--- config.mk ---
export PLATFORM = sky130hd
export DESIGN_NAME = i2c_master_arbiter
export DESIGN_NICKNAME = d
export VERILOG_FILES = /design/src/rtl/i2c_master_arbiter.sv
export SDC_FILE = /design/constraint.sdc
export NUM_CORES = 1
export LEC_CHECK = 0
export ABC_AREA = 1
export BUFFER_PORTS_ARGS = -buffer_cell sky130_fd_sc_hd__buf_2
export CAP_MARGIN = 10
export CORE_MARGIN = 2
export CORE_UTILIZATION = 25
export DETAILED_ROUTE_END_ITERATION = 8
export PLACE_DENSITY_LB_ADDON = 0.1
export SYNTH_ARGS = -nofsm -noshare
export SYNTH_HDL_FRONTEND = slang
export SYNTH_SLANG_ARGS = --single-unit
--- constraint.sdc ---
create_clock -name sys_clock -period 2.2 [get_ports sys_clock]
set_input_delay 0.66 -clock sys_clock [delete_from_list [all_inputs] [get_ports sys_clock]]
set_output_delay 0.66 -clock sys_clock [all_outputs]
set_load 0.1 [all_outputs]
--- src/rtl/i2c_master_arbiter.sv ---
// i2c_master_arbiter
//   Round-robin arbiter and command sequencer sharing one I2C master between
//   NUM_REQ requesters. Grants one requester, writes its control word to the
//   master, follows the master busy flag (status[31]) to completion and
//   returns the final status word with a one-cycle ack.
//
// Parameters
//   NUM_REQ    number of requesters (2..8)
//   MAX_RETRY  reissues after an address NACK (only with I2C_ARB_RETRY_EN)
//
// Ports
//   sys_clock   in   system clock (shared with the I2C master)
//   reset       in   synchronous active-high reset
//   req         in   per-requester request level
//   req_ctrl    in   control words, requester i at [32*i+31:32*i]
//   gnt         out  one-hot grant, high from grant until ack
//   ack         out  one-cycle completion pulse to the granted requester
//   rsp_status  out  master status captured at completion (held after ack)
//   rsp_err     out  address/data NACK, overrun, or accept timeout
//   ctrl_data   out  to master ctrl_data
//   wr_ctrl     out  to master wr_ctrl, one-cycle pulse
//   status      in   from master status
//
// Build option
//   I2C_ARB_RETRY_EN  when defined, an address NACK is reissued up to
//                     MAX_RETRY times before responding with an error.
module i2c_master_arbiter #(
  parameter int NUM_REQ   = 4,
  parameter int MAX_RETRY = 3
) (
  input  logic                   sys_clock,
  input  logic                   reset,
  input  logic [NUM_REQ-1:0]     req,
  input  logic [32*NUM_REQ-1:0]  req_ctrl,
  output logic [NUM_REQ-1:0]     gnt,
  output logic [NUM_REQ-1:0]     ack,
  output logic [31:0]            rsp_status,
  output logic                   rsp_err,
  output logic [31:0]            ctrl_data,
  output logic                   wr_ctrl,
  input  logic [31:0]            status
);

  localparam int IW = $clog2(NUM_REQ);

  typedef enum logic [2:0] {
    INIT        = 3'd0,
    IDLE        = 3'd1,
    ISSUE       = 3'd2,
    WAIT_ACCEPT = 3'd3,
    WAIT_DONE   = 3'd4,
    RESPOND     = 3'd5
  } state_t;

  state_t               state_r;
  state_t               state_s;
  logic [IW-1:0]        ptr_r;
  logic [IW-1:0]        gnt_idx_r;
  logic [NUM_REQ-1:0]   gnt_r;
  logic [NUM_REQ-1:0]   ack_r;
  logic [31:0]          ctrl_data_r;
  logic                 wr_ctrl_r;
  logic [31:0]          rsp_status_r;
  logic                 rsp_err_r;
  logic [31:0]          cap_status_r;
  logic                 cap_err_r;
  logic [2:0]           acc_cnt_r;

  logic                 found_s;
  logic [IW-1:0]        sel_s;
  logic [IW-1:0]        cand_s;
  logic                 grant_s;
  logic                 pulse_s;
  logic                 timeout_s;
  logic                 done_s;
  logic                 respond_s;

`ifdef I2C_ARB_RETRY_EN
  localparam int RW = (MAX_RETRY < 1) ? 1 : $clog2(MAX_RETRY + 1);
  logic [RW-1:0]        retry_cnt_r;
  logic                 retry_s;
`endif

  // Index wrap-around modulo NUM_REQ for values in 0 .. 2*NUM_REQ-1.
  function automatic logic [IW-1:0] wrap_idx(input int v);
    if (v >= NUM_REQ) begin
      wrap_idx = IW'(v - NUM_REQ);
    end else begin
      wrap_idx = IW'(v);
    end
  endfunction

  // Round-robin pick: scanned from the far end so the smallest offset from ptr wins.
  always_comb begin
    found_s = 1'b0;
    sel_s   = '0;
    cand_s  = '0;
    for (int k = NUM_REQ - 1; k >= 0; k--) begin
      cand_s  = wrap_idx(int'(ptr_r) + k);
      sel_s   = req[cand_s] ? cand_s : sel_s;
      found_s = found_s | req[cand_s];
    end
  end

  // FSM state register.
  always_ff @(posedge sys_clock) begin
    if (reset) begin
      state_r <= INIT;
    end else begin
      state_r <= state_s;
    end
  end

  // FSM next-state and one-cycle action strobes.
  always_comb begin
    state_s   = state_r;
    grant_s   = 1'b0;
    pulse_s   = 1'b0;
    timeout_s = 1'b0;
    done_s    = 1'b0;
    respond_s = 1'b0;
`ifdef I2C_ARB_RETRY_EN
    retry_s   = 1'b0;
`endif
    case (state_r)
      INIT: begin
        if (!status[31]) state_s = IDLE;
        else             state_s = INIT;
      end
      IDLE: begin
        if (!status[31] && found_s) begin
          grant_s = 1'b1;
          state_s = ISSUE;
        end else begin
          state_s = IDLE;
        end
      end
      ISSUE: begin
        // Never write the control register while the master still reads busy.
        if (!status[31]) begin
          pulse_s = 1'b1;
          state_s = WAIT_ACCEPT;
        end else begin
          state_s = ISSUE;
        end
      end
      WAIT_ACCEPT: begin
        if (status[31]) begin
          state_s = WAIT_DONE;
        end else if (acc_cnt_r == 3'd3) begin
          timeout_s = 1'b1;
          state_s   = RESPOND;
        end else begin
          state_s = WAIT_ACCEPT;
        end
      end
      WAIT_DONE: begin
        if (!status[31]) begin
`ifdef I2C_ARB_RETRY_EN
          if (status[30] && (retry_cnt_r < RW'(MAX_RETRY))) begin
            retry_s = 1'b1;
            state_s = ISSUE;
          end else begin
            done_s  = 1'b1;
            state_s = RESPOND;
          end
`else
          done_s  = 1'b1;
          state_s = RESPOND;
`endif
        end else begin
          state_s = WAIT_DONE;
        end
      end
      RESPOND: begin
        respond_s = 1'b1;
        state_s   = IDLE;
      end
      default: begin
        state_s = INIT;
      end
    endcase
  end

  // Datapath: grant, command word, accept timer, status capture and response.
  always_ff @(posedge sys_clock) begin
    if (reset) begin
      gnt_r        <= '0;
      ack_r        <= '0;
      ptr_r        <= '0;
      gnt_idx_r    <= '0;
      ctrl_data_r  <= 32'h0000_0000;
      wr_ctrl_r    <= 1'b0;
      rsp_status_r <= 32'h0000_0000;
      rsp_err_r    <= 1'b0;
      cap_status_r <= 32'h0000_0000;
      cap_err_r    <= 1'b0;
      acc_cnt_r    <= 3'd0;
    end else begin
      wr_ctrl_r <= pulse_s;
      ack_r     <= '0;
      if (grant_s) begin
        gnt_r       <= {{(NUM_REQ-1){1'b0}}, 1'b1} << sel_s;
        gnt_idx_r   <= sel_s;
        ctrl_data_r <= req_ctrl[32*int'(sel_s) +: 32];
      end
      if (pulse_s) begin
        acc_cnt_r <= 3'd0;
      end else if (state_r == WAIT_ACCEPT) begin
        acc_cnt_r <= acc_cnt_r + 3'd1;
      end
      if (timeout_s) begin
        cap_status_r <= status;
        cap_err_r    <= 1'b1;
      end
      if (done_s) begin
        cap_status_r <= status;
        cap_err_r    <= status[30] | status[29] | status[27];
      end
      if (respond_s) begin
        ack_r        <= gnt_r;
        gnt_r        <= '0;
        rsp_status_r <= cap_status_r;
        rsp_err_r    <= cap_err_r;
        ptr_r        <= wrap_idx(int'(gnt_idx_r) + 1);
      end
    end
  end

`ifdef I2C_ARB_RETRY_EN
  // Address-NACK retry count, cleared on every new grant.
  always_ff @(posedge sys_clock) begin
    if (reset) begin
      retry_cnt_r <= '0;
    end else if (grant_s) begin
      retry_cnt_r <= '0;
    end else if (retry_s) begin
      retry_cnt_r <= retry_cnt_r + RW'(1);
    end
  end
`endif

  assign gnt        = gnt_r;
  assign ack        = ack_r;
  assign rsp_status = rsp_status_r;
  assign rsp_err    = rsp_err_r;
  assign ctrl_data  = ctrl_data_r;
  assign wr_ctrl    = wr_ctrl_r;

endmodule

==> flow_summary.yaml <==
synth:
  yosys-top-cells-area: "dfxtp_1 45%, nand3_1 14%, nand2_1 12%"
  synthCells: 746
  synth_top_area_share_pct: 44.5
  syn_nets: 914
  synth.cell_area_sq_um: 5260
  ys_seq_area_share_pct: 44.5
  yosysTopAreaCell: "dfxtp_1"
  synth_area_per_cell_sq_um: 7.05
  synth.distinct_cells: 25
  yosysWarnings: 0
  synth-seq-cells: 117
worst_setup_path:
  required_ps: 2550
  max_stage_delay_ps: 440
  cp_cell_sequence: "inv_1 > nand2_1 > nand3_1 > nand2_1 > nand3_1 > nand2_1 > nand2_2 > nand2_2 > buf_12 > nand2_1 > nand3_1 > nand2_1 > a21oi_1"
  worstPathArrival_ps: 2280
  rr_startpoint: "ptr_r[0]$_SDFFE_PP0N_"
  startpoint_type: "register"
  crit_path_end: "ctrl_data[18]$_SDFFE_PP0P_"
  path_delay_family: "simple AND/OR/NAND/NOR gates"
  crit_path_start: "ptr_r[0]$_SDFFE_PP0N_"
  r2r_slack_ps: 270
  cp_num_buf_inv: 2
  crit_path_top_delay_cell: "dfxtp_2"
  worst_r2r_path_depth: 13
  crit_fanout: 37
  cp.depth: 13
  cp_common_cell: "nand2_1"
  critPathKind: "register to register"
  r2r_end: "ctrl_data[18]$_SDFFE_PP0P_"
  end_kind: "register"
finish:
  final_cell_mix: "239 x buf_2, 166 x nand2_1, 141 x nand3_1"
  final_common_cell: "buf_2"
  final_cell_area_sq_um: 7500
  fillCellCount: 2331
  final_cells: 1270
  area_growth_pct: 42.5
  drive_above_1_share_pct: 32.0
  nNetsFinal: 1148
cts:
  cts_max_path_buffers: 2
  cts_tree: "built"
  clk_latency_ps: 420
  numClockSinks: 117
  cts-root-buf: "clkbuf_16"
  clk_pin_slew_ps: 60
  holdBufCountCts: 0
  cts_buffers: 17
  htreeDepth: 4
timing:
  period_minus_slack_ps: 1930
  slew_headroom_pct: 64.7
  fin_hold_ws_ps: 437
  finalClockSkew_ps: 6.15
  final_max_slew_viol_count: 0
  fmax_mhz: 518
  timing.final.crit_share_pct: 87.8
  finalHoldViolCount: 0
  tightest_slew_ps: 533
  rsz0062_at_grt: "no"
  setup_viol: 0
power:
  power.leakage_nw: 3.55
  power.density_nw_per_um2: 824
  power_mw: 6.18
  vdd_ir_drop_max_v: 0.000354
placed_design:
  placed_cell_area_sq_um: 6870
  post-dp-hpwl_um: 13500
  place.gp.congestion: 0.773
  dp.cells: 1236
  place.port_buffers: 239
global_route:
  antenna_found_initial: 2
  track_usage_pct: 16.8
  grt_pass1_vias: 5617
  overflow: 0
  grt_pass1_wl_um: 29000
  grt_max_degree: 66
routing:
  num_vias: 5735
  ant_nets: 0
  route.detailed.drc: 0
  dr.pass1.iters: 4
  drt-wirelength-per-cell_um: 14.4
  drtIter0Drc: 250
  routed_via_density: 4.52
  wirelength_um: 18200
floorplan:
  start_util_pct: 25.3
  ioPinCount: 240
  die_w_um: 149
  die_h_um: 149
  die_area_sq_um: 22200
  core-area_sq_um: 20800
  rows: 53
run:
  maxCapViolCount: 0
hold_path:
  hold_class: "register to register"
outcome:
  status: "finished clean"
## area by class of cell
class	count	area [sq um]	share of cell area (%)
Antenna cell	2	5.00	0.0667
Sequential cell	117	2340	31.3
Clock buffer	17	425	5.67
Tap cell	275	344	4.59
Timing Repair Buffer	270	1550	20.7
Inverter	54	203	2.70
Clock inverter	15	193	2.57
Multi-Input combinational cell	520	2430	32.4
## worst min path at each step
stage                                              from                             to  slack [ps]  cells past startpoint
after floorplan           cap_status_r[31]$_SDFFE_PP0P_  cap_status_r[31]$_SDFFE_PP0P_         420                      2
after CTS                 cap_status_r[31]$_SDFFE_PP0P_  cap_status_r[31]$_SDFFE_PP0P_         440                      2
after detailed placement  cap_status_r[31]$_SDFFE_PP0P_  cap_status_r[31]$_SDFFE_PP0P_         430                      2
after global routing       cap_status_r[9]$_SDFFE_PP0P_   cap_status_r[9]$_SDFFE_PP0P_         460                      2
final                     cap_status_r[31]$_SDFFE_PP0P_  cap_status_r[31]$_SDFFE_PP0P_         440                      2
after global placement    cap_status_r[31]$_SDFFE_PP0P_  cap_status_r[31]$_SDFFE_PP0P_         430                      2
## worst register-to-register path, delay by kind of cell, from the launching register on
kind	cells	cell delay (ps)
AO/OA/AOI/OAI	1	120
buffers and inverters	2	340
flip-flops	1	440
AND/OR/NAND/NOR	10	950
## power by group
group / total, mW / internal, mW / switching, mW
clock network: 2.94 / 1.81 / 1.12
logic: 1.04 / 0.322 / 0.713
registers: 2.20 / 2.17 / 0.0284
## flip-flops by register name, indices dropped and copies added (netlist names)
name / cells
ack: 4
gnt_idx_r: 2
cap_err_r: 1
wr_ctrl: 1
gnt: 4
acc_cnt_r: 3
state_r: 3
rsp_err: 1
cap_status_r: 32
ptr_r: 2
rsp_status: 32
ctrl_data: 32
## metal layers
layer / vias to the layer above / share of wire, % / track usage, %
li1: 2955 / - / -
met1: 2579 / 43 / 19.7
met2: 179 / 47 / 28.2
met3: 22 / 8.4 / 6.27
met4: 0 / 1.6 / 5.95
met5: - / 0 / 0
## what timing repair did
item                                    CTS  global route
setup buffers                             0             0
hold endpoints to repair                  0             0
endpoints found under the setup margin    0            38
resized for setup                         0             1
## stage by stage
stage                     utilization [%]  setup TNS [ps]  setup WS (ps)
after floorplan                         -               0            309
after global placement               33.0               0           11.6
after detailed placement             33.0            -101          -21.3
after CTS                            36.0               0           79.2
after global routing                 36.0               0           14.5
final                                36.0               0            268
## cell usage after synthesis
cell / number
o22ai_1: 2
nand2_1: 168
buf_2: 22
inv_2: 4
or2_2: 1
xnor2_1: 3
nand3b_2: 1
o21ai_0: 97
inv_1: 49
o221ai_1: 1
nor2_2: 2
ha_1: 2
dfxtp_1: 117
a21oi_1: 69
buf_4: 3
nand2_4: 1
o21ai_1: 3
nor2_4: 1
nor2_1: 24
nor3_1: 2
buf_6: 7
nor4_1: 1
clkinv_1: 1
clkbuf_1: 23
nand3_1: 142
## cell families after synthesis
logic type	after synthesis	synth area share (%)
buffers and inverters	109	9.51
adders and majority gates	2	0.476
xor gates and xnor gates	3	0.499
and+or+nand+nor	343	28.5
AOI/OAI and AO/OA	172	16.5
DFF	117	44.5
(Power assumes the default switching activity.)
